File: src/rtl/alu_pkg.sv
// Shared definitions for the sequential ALU and its neighbours (the
// accumulator picks up ALU_W from here too).
//   ALU_W     : datapath width of operands and result
//   MUL_ITERS : shift-add iterations for MUL
//   op_e      : 3-bit operation codes (110/111 are reserved)
//   state_e   : control FSM states
package alu_pkg;
    localparam int ALU_W     = 12;
    localparam int MUL_ITERS = 12;
    localparam int CNT_W     = $clog2(MUL_ITERS + 1);

    typedef enum logic [2:0] {
        OP_PASS = 3'b000,
        OP_ADD  = 3'b001,
        OP_SUB  = 3'b010,
        OP_MUL  = 3'b011,
        OP_INC  = 3'b100,
        OP_DEC  = 3'b101
    } op_e;

    typedef enum logic [1:0] {
        S_IDLE = 2'd0,
        S_MUL  = 2'd1,
        S_FIN  = 2'd2
    } state_e;
endpackage

File: src/rtl/alu_seq_if.sv
// Control/data bundle between the control unit (master) and alu_seq (slave).
//   start/op      : launch request and opcode
//   in1/in2       : operand A (accumulator) and operand B (data bus, N wide)
//   alu_out       : registered result
//   done/busy     : completion pulse and multi-cycle busy indicator
//   z_flag/c_flag : zero and carry/borrow/overflow flags
interface alu_seq_if #(
    parameter int N = 16
);
    import alu_pkg::*;

    logic             start;
    logic [2:0]       op;
    logic [ALU_W-1:0] in1;
    logic [N-1:0]     in2;
    logic [ALU_W-1:0] alu_out;
    logic             done;
    logic             busy;
    logic             z_flag;
    logic             c_flag;

    modport master (
        output start, op, in1, in2,
        input  alu_out, done, busy, z_flag, c_flag
    );

    modport slave (
        input  start, op, in1, in2,
        output alu_out, done, busy, z_flag, c_flag
    );
endinterface

File: src/rtl/shift_add_mul.sv
// Iterative shift-add multiplier core.
//   load    : latch operands, clear product and iteration count
//   step    : one iteration; adds A<<count when B[count] is set
//   last    : the current count is the final iteration
//   product : full 2*ALU_W-bit product accumulated so far
module shift_add_mul
    import alu_pkg::*;
(
    input  logic                 clk,
    input  logic                 rst_n,
    input  logic                 load,
    input  logic                 step,
    input  logic [ALU_W-1:0]     a,
    input  logic [ALU_W-1:0]     b,
    output logic                 last,
    output logic [2*ALU_W-1:0]   product
);
    logic [ALU_W-1:0]   a_q;
    logic [ALU_W-1:0]   b_q;
    logic [CNT_W-1:0]   cnt;
    logic [2*ALU_W-1:0] prod_q;

    always_ff @(posedge clk or negedge rst_n) begin
        if (!rst_n) begin
            a_q    <= '0;
            b_q    <= '0;
            cnt    <= '0;
            prod_q <= '0;
        end else if (load) begin
            a_q    <= a;
            b_q    <= b;
            cnt    <= '0;
            prod_q <= '0;
        end else if (step) begin
            if (b_q[cnt])
                prod_q <= prod_q + ({{ALU_W{1'b0}}, a_q} << cnt);
            cnt <= cnt + 1'b1;
        end
    end

    assign last    = (cnt == CNT_W'(MUL_ITERS - 1));
    assign product = prod_q;
endmodule

File: src/rtl/alu_seq.sv
// Sequential 12-bit ALU feeding the accumulator.
//   clk, rst_n : clock, async active-low reset
//   bus        : alu_seq_if slave (start/op/in1/in2 in; alu_out/done/busy/flags out)
// Single-cycle ops complete on the accepting edge; MUL runs through the
// shift_add_mul core (IDLE -> MUL x12 -> FIN) with busy high throughout.
module alu_seq
    import alu_pkg::*;
#(
    parameter int N = 16
) (
    input  logic      clk,
    input  logic      rst_n,
    alu_seq_if.slave  bus
);
    state_e state, state_d;

    logic [N-1:0]       in2_full;
    logic [ALU_W-1:0]   a, b;
    logic [ALU_W:0]     sum, diff, inc, dec;
    logic [ALU_W-1:0]   res_d, out_q;
    logic               c_d, c_q, done_d, done_q;
    logic               load, step, last;
    logic [2*ALU_W-1:0] product;

    assign in2_full = bus.in2;
    assign a        = bus.in1;
    assign b        = in2_full[ALU_W-1:0];

    // Upper data-bus bits are intentionally ignored.
    wire unused_ok = &{1'b0, in2_full[N-1:ALU_W]};

    // Bit ALU_W of each 13-bit result is the carry (add) or borrow (subtract).
    assign sum  = {1'b0, a} + {1'b0, b};
    assign diff = {1'b0, a} - {1'b0, b};
    assign inc  = {1'b0, a} + 1'b1;
    assign dec  = {1'b0, a} - 1'b1;

    shift_add_mul u_mul (
        .clk     (clk),
        .rst_n   (rst_n),
        .load    (load),
        .step    (step),
        .a       (a),
        .b       (b),
        .last    (last),
        .product (product)
    );

    always_comb begin
        state_d = state;
        res_d   = out_q;
        c_d     = c_q;
        done_d  = 1'b0;
        load    = 1'b0;
        step    = 1'b0;
        case (state)
            S_IDLE: begin
                if (bus.start) begin
                    done_d = 1'b1;
                    case (op_e'(bus.op))
                        OP_PASS: begin res_d = b;                 c_d = 1'b0;       end
                        OP_ADD:  begin res_d = sum[ALU_W-1:0];    c_d = sum[ALU_W]; end
                        OP_SUB:  begin res_d = diff[ALU_W-1:0];   c_d = diff[ALU_W]; end
                        OP_INC:  begin res_d = inc[ALU_W-1:0];    c_d = inc[ALU_W]; end
                        OP_DEC:  begin res_d = dec[ALU_W-1:0];    c_d = dec[ALU_W]; end
                        OP_MUL: begin
                            done_d  = 1'b0;
                            load    = 1'b1;
                            state_d = S_MUL;
                        end
                        default: ; // reserved: result and carry hold, done still pulses
                    endcase
                end
            end
            S_MUL: begin
                step = 1'b1;
                if (last)
                    state_d = S_FIN;
            end
            S_FIN: begin
                res_d   = product[ALU_W-1:0];
                c_d     = |product[2*ALU_W-1:ALU_W];
                done_d  = 1'b1;
                state_d = S_IDLE;
            end
            default: state_d = S_IDLE;
        endcase
    end

    always_ff @(posedge clk or negedge rst_n) begin
        if (!rst_n) begin
            state  <= S_IDLE;
            out_q  <= '0;
            c_q    <= 1'b0;
            done_q <= 1'b0;
            bus.z_flag <= 1'b1;
        end else begin
            state  <= state_d;
            out_q  <= res_d;
            c_q    <= c_d;
            done_q <= done_d;
            bus.z_flag <= (res_d == '0);
        end
    end

    assign bus.alu_out = out_q;
    assign bus.c_flag  = c_q;
    assign bus.done    = done_q;
    assign bus.busy    = (state != S_IDLE);
endmodule

File: src/flat_wrapper.sv
// flat-port wrapper written by rule: the top's interface ports become plain ports
module alu_seq_flat import alu_pkg::*;
#(
    parameter int N = 16
)
  (clk, rst_n, bus_start, bus_op, bus_in1, bus_in2, bus_alu_out, bus_done, bus_busy, bus_z_flag, bus_c_flag);
  alu_seq_if #(.N(N)) bus_i ();
  input  logic clk;
  input  logic rst_n;
  input wire logic [$bits(bus_i.start)-1:0] bus_start;
  input wire logic [$bits(bus_i.op)-1:0] bus_op;
  input wire logic [$bits(bus_i.in1)-1:0] bus_in1;
  input wire logic [$bits(bus_i.in2)-1:0] bus_in2;
  output wire logic [$bits(bus_i.alu_out)-1:0] bus_alu_out;
  output wire logic [$bits(bus_i.done)-1:0] bus_done;
  output wire logic [$bits(bus_i.busy)-1:0] bus_busy;
  output wire logic [$bits(bus_i.z_flag)-1:0] bus_z_flag;
  output wire logic [$bits(bus_i.c_flag)-1:0] bus_c_flag;
  assign bus_i.start = bus_start;
  assign bus_i.op = bus_op;
  assign bus_i.in1 = bus_in1;
  assign bus_i.in2 = bus_in2;
  assign bus_alu_out = bus_i.alu_out;
  assign bus_done = bus_i.done;
  assign bus_busy = bus_i.busy;
  assign bus_z_flag = bus_i.z_flag;
  assign bus_c_flag = bus_i.c_flag;
  alu_seq #(.N(N)) u_core (.clk(clk), .rst_n(rst_n), .bus(bus_i));
endmodule
File: config.mk
export PLATFORM = sky130hd
export DESIGN_NAME = alu_seq_flat
export DESIGN_NICKNAME = d
export VERILOG_FILES = /design/src/rtl/alu_pkg.sv /design/src/rtl/alu_seq_if.sv /design/src/rtl/shift_add_mul.sv /design/src/rtl/alu_seq.sv /design/src/flat_wrapper.sv
export SDC_FILE = /design/constraint.sdc
export NUM_CORES = 1
export LEC_CHECK = 0
export CAP_MARGIN = 15
export CORE_ASPECT_RATIO = 1.2
export CORE_UTILIZATION = 50
export CTS_CLUSTER_DIAMETER = 40
export DETAILED_ROUTE_END_ITERATION = 16
export MAX_ROUTING_LAYER = met4
export PLACE_DENSITY_LB_ADDON = 0.3
export SLEW_MARGIN = 20
export SYNTH_ARGS = -nofsm -noshare
export SYNTH_HDL_FRONTEND = slang
export SYNTH_SLANG_ARGS = --single-unit
File: constraint.sdc
create_clock -name clk -period 5.3 [get_ports clk]
set_input_delay 1.06 -clock clk [delete_from_list [all_inputs] [get_ports clk]]
set_output_delay 1.06 -clock clk [all_outputs]
set_load 0.01 [all_outputs]
==> results_dict.tcl <==
set metrics [dict create \
    max-cap-violations 0 \
    initial_core_util_pct 51.74 \
    met2WireLength_um 10450 \
    worst_slew_pin_slew_ns 1.035 \
    drtAntennaViolNets 0 \
    cts_buffers 9 \
    crit_buf_inv 0 \
    synth_top_cell_by_area "dfrtp_1" \
    htree_levels 3 \
    syn_area_um2 6324 \
    clk_latency_ns 0.33 \
    grt_max_degree 41 \
    synth_seq_area_share_pct 27.32 \
    finalCritPeriodShare_pct 87.18 \
    yosysWarnings 0 \
    worstSetupStartpoint "u_core.u_mul.cnt[1]$_DFFE_PN0P_" \
    cp_slowest_cell "dfrtp_1" \
    hpwl_um 15320 \
    ctsResizeCount 0 \
    critPathArrivalTime_ns 4.82 \
    postSynthAreaPerCell_um2 7.721 \
    place.gp.congestion 1.005 \
    clk_pin_slew_ns 0.06 \
    cts_setup_buffers 0 \
    dieArea_um2 13100 \
    endpoint_kind "register" \
    drtPass1Iterations 6 \
    drc 0 \
    num_rows 44 \
    hp-start "u_core.u_mul.b_q[0]$_DFFE_PN0P_" \
    clockRootBuffer "clkbuf_16" \
    cts_buffer_depth 2 \
    p_per_area_nw_per_um2 555.8 \
    syn2layout_area_growth_pct 13.51 \
    grt_pass1_vias 6131 \
    holdCritPathClass "reg2reg" \
    synth_seq_cells 69 \
    finalNetCount 927 \
    synth_top_flop_cell "dfrtp_1" \
    fin_util_pct 58.73 \
    dr.first_iter.drc_count 379 \
    critPathMaxStageDelay_ns 0.66 \
    ys_types 65 \
    numClockSinks 69 \
    async_flop_share_pct 100.0 \
    antenna_found_initial 0 \
    crit_type "reg2reg" \
    design.portCount 50 \
    wirelength_um 19690 \
    crit_family "compound AO/OA/AOI/OAI gates" \
    rr_startpoint "u_core.u_mul.cnt[1]$_DFFE_PN0P_" \
    hold_viol 0 \
    worstPathCellList "mux2_2, o21ai_0, nor2_1, a21oi_1, o22ai_1, ha_1, a2111oi_0, a2bb2oi_1, and2_1, o41ai_1, a21oi_1, a21oi_1, xor2_1, o21ai_0" \
    routed.top_layer "met4" \
    synth_edf_count 0 \
    vias 6182 \
    avgRoutedWirePerCell_um 19.57 \
    diodes 0 \
    fin_skew_ns 0.008724 \
    fmax_ghz 0.2164 \
    setup_viol 0 \
    cp_common_cell "a21oi_1" \
    fillers 1135 \
    routed_via_density 6.145 \
    leakage_nw 3.184 \
    die_w_um 104.7 \
    netlist_instances 819 \
    met1Wirelength_um 7737 \
    synth_common_cells "nand2_1 (108), nor2_1 (80), a21oi_1 (77)" \
    cts_tree "yes" \
    fin_setup_tns_ns 0 \
    crit_path_start_kind "register" \
    wl_met3_um 746 \
    status "finished, final reports clean" \
    slew_headroom_pct 30.45 \
    drive_above_1_share_pct 6.272 \
    synth_area_leaders "dfrtp_1 (27%), ha_1 (9.9%), nand2_1 (6.4%), a21oi_1 (6.1%), o21ai_0 (5.5%)" \
    port_buffers 45 \
    grt_pass1_wl_um 31560 \
    path_max_fanout 13 \
    syn_nets 906 \
    synth_top_area_share_pct 26.91 \
    max-vdd-ir-drop_v 0.0003091 \
    cts_hold_repair.buffers 0 \
    yosysMostFrequentCell "nand2_1" \
    core_area_um2 12220 \
    required_ns 5.50 \
    drv_slew 0 \
    rsz0062_at_grt "false" \
    globalRouteTotalUtil_pct 31.75 \
    grt-ovfl-total 0 \
    die_h_um 125.2 \
    fin_crit_ns 4.621 \
]
-- layout make-up --
| class | count | area (um^2) | share of cell area (%) |
|---|---|---|---|
| inverter | 35 | 131.4 | 1.830 |
| multi-input combinational | 667 | 4273 | 59.53 |
| timing repair buffer | 58 | 543.0 | 7.565 |
| sequential | 69 | 1728 | 24.07 |
| clock buffer | 10 | 239.0 | 3.329 |
| clock inverter | 6 | 62.56 | 0.8715 |
| tap | 161 | 201.4 | 2.806 |
-- through the flow --
step	instance area, um^2	cells	total power [W]	hold WS (ns)	setup WS [ns]
2_1_floorplan	6324	819	0.002637	0.4410	1.382
3_3_place_gp	6877	990	0.003246	0.4587	0.5198
3_5_place_dp	6877	990	0.003326	0.4729	0.4683
4_1_cts	7178	1006	0.003962	0.4874	0.7937
5_1_grt	7178	1006	0.004299	0.5108	0.4370
6_report	7178	1006	0.003990	0.4810	0.6792
-- flip-flops by register name, summed over array words and instances (netlist names) --
register,count
u_core.u_mul.a_q,12
u_core.bus.z_flag,1
u_core.u_mul.b_q,12
u_core.bus.done,1
u_core.u_mul.product,24
u_core.bus.c_flag,1
u_core.bus.alu_out,12
u_core.state,2
u_core.u_mul.cnt,4
-- worst min-delay path: cells and delay by family (launching register included) --
kind	cells	cell delay [ns]
DFF	1	0.34
and+or+nand+nor	2	0.11
-- layer usage --
metal  track usage (%)  vias up
li1                  -     2975
met1             34.94     2974
met2             58.08      189
met3             2.972       44
met4             13.50        0
met5                 -        -
-- final timing paths --
kind                                                        endpoint  slack (ns)  cells after the start
worst max-delay path            u_core.u_mul.product[22]$_DFFE_PN0P_        0.68                     14
worst min-delay path                 u_core.u_mul.b_q[0]$_DFFE_PN0P_        0.48                      2
min in group asynchronous       u_core.u_mul.product[23]$_DFFE_PN0P_        0.75                      1
max in group asynchronous                u_core.bus.z_flag$_DFF_PN1_        3.55                      2
worst max register to register  u_core.u_mul.product[22]$_DFFE_PN0P_        0.68                     14
worst min register to register       u_core.u_mul.b_q[0]$_DFFE_PN0P_        0.48                      2
-- cells by family (layout without fill, tap and decap cells) --
kind of cell	Yosys count	in the layout	share of synthesized area, %
muxes	27	27	4.986
adders and majority gates	53	53	10.84
xor gates and xnor gates	42	42	5.817
and+or+nand+nor	307	307	22.79
DFF	69	69	27.32
buffers and inverters	83	109	5.243
AOI/OAI and AO/OA	238	238	22.99
-- placed cells by master (no fill, tap or decap), types with 5 or more instances in the layout --
| master | synthesis | final |
|---|---|---|
| nor2b_1 | 10 | 10 |
| o21bai_1 | 6 | 6 |
| o21a_1 | 5 | 5 |
| clkdlybuf4s50_1 | 0 | 44 |
| a21o_1 | 7 | 7 |
| nand2b_1 | 9 | 9 |
| ha_1 | 50 | 50 |
| a211oi_1 | 7 | 7 |
| nor2_1 | 80 | 80 |
| and2_1 | 9 | 9 |
| nand2_1 | 108 | 108 |
| nand3_1 | 22 | 22 |
| xor2_1 | 21 | 21 |
| a31oi_1 | 10 | 10 |
| a21oi_1 | 77 | 77 |
| and3_1 | 7 | 7 |
| clkbuf_16 | 0 | 9 |
| dfrtp_1 | 68 | 68 |
| o21ai_0 | 70 | 70 |
| mux2_2 | 6 | 6 |
| buf_4 | 0 | 13 |
| or3_1 | 5 | 5 |
| nor4_1 | 8 | 8 |
| nor3_1 | 25 | 24 |
| mux2i_1 | 18 | 18 |
| xnor2_1 | 21 | 21 |
| o22ai_1 | 13 | 13 |
| inv_1 | 33 | 33 |
-- power by group --
part	switching, W	total, W	leakage (nW)	internal [W]
Clock	0.000232	0.000607	0.140	0.000375
Combinational	0.00138	0.00236	2.19	0.000979
Sequential	0.000259	0.00102	0.857	0.000765
Total	0.00187	0.00399	3.18	0.00212
(Power assumes the default switching activity.)
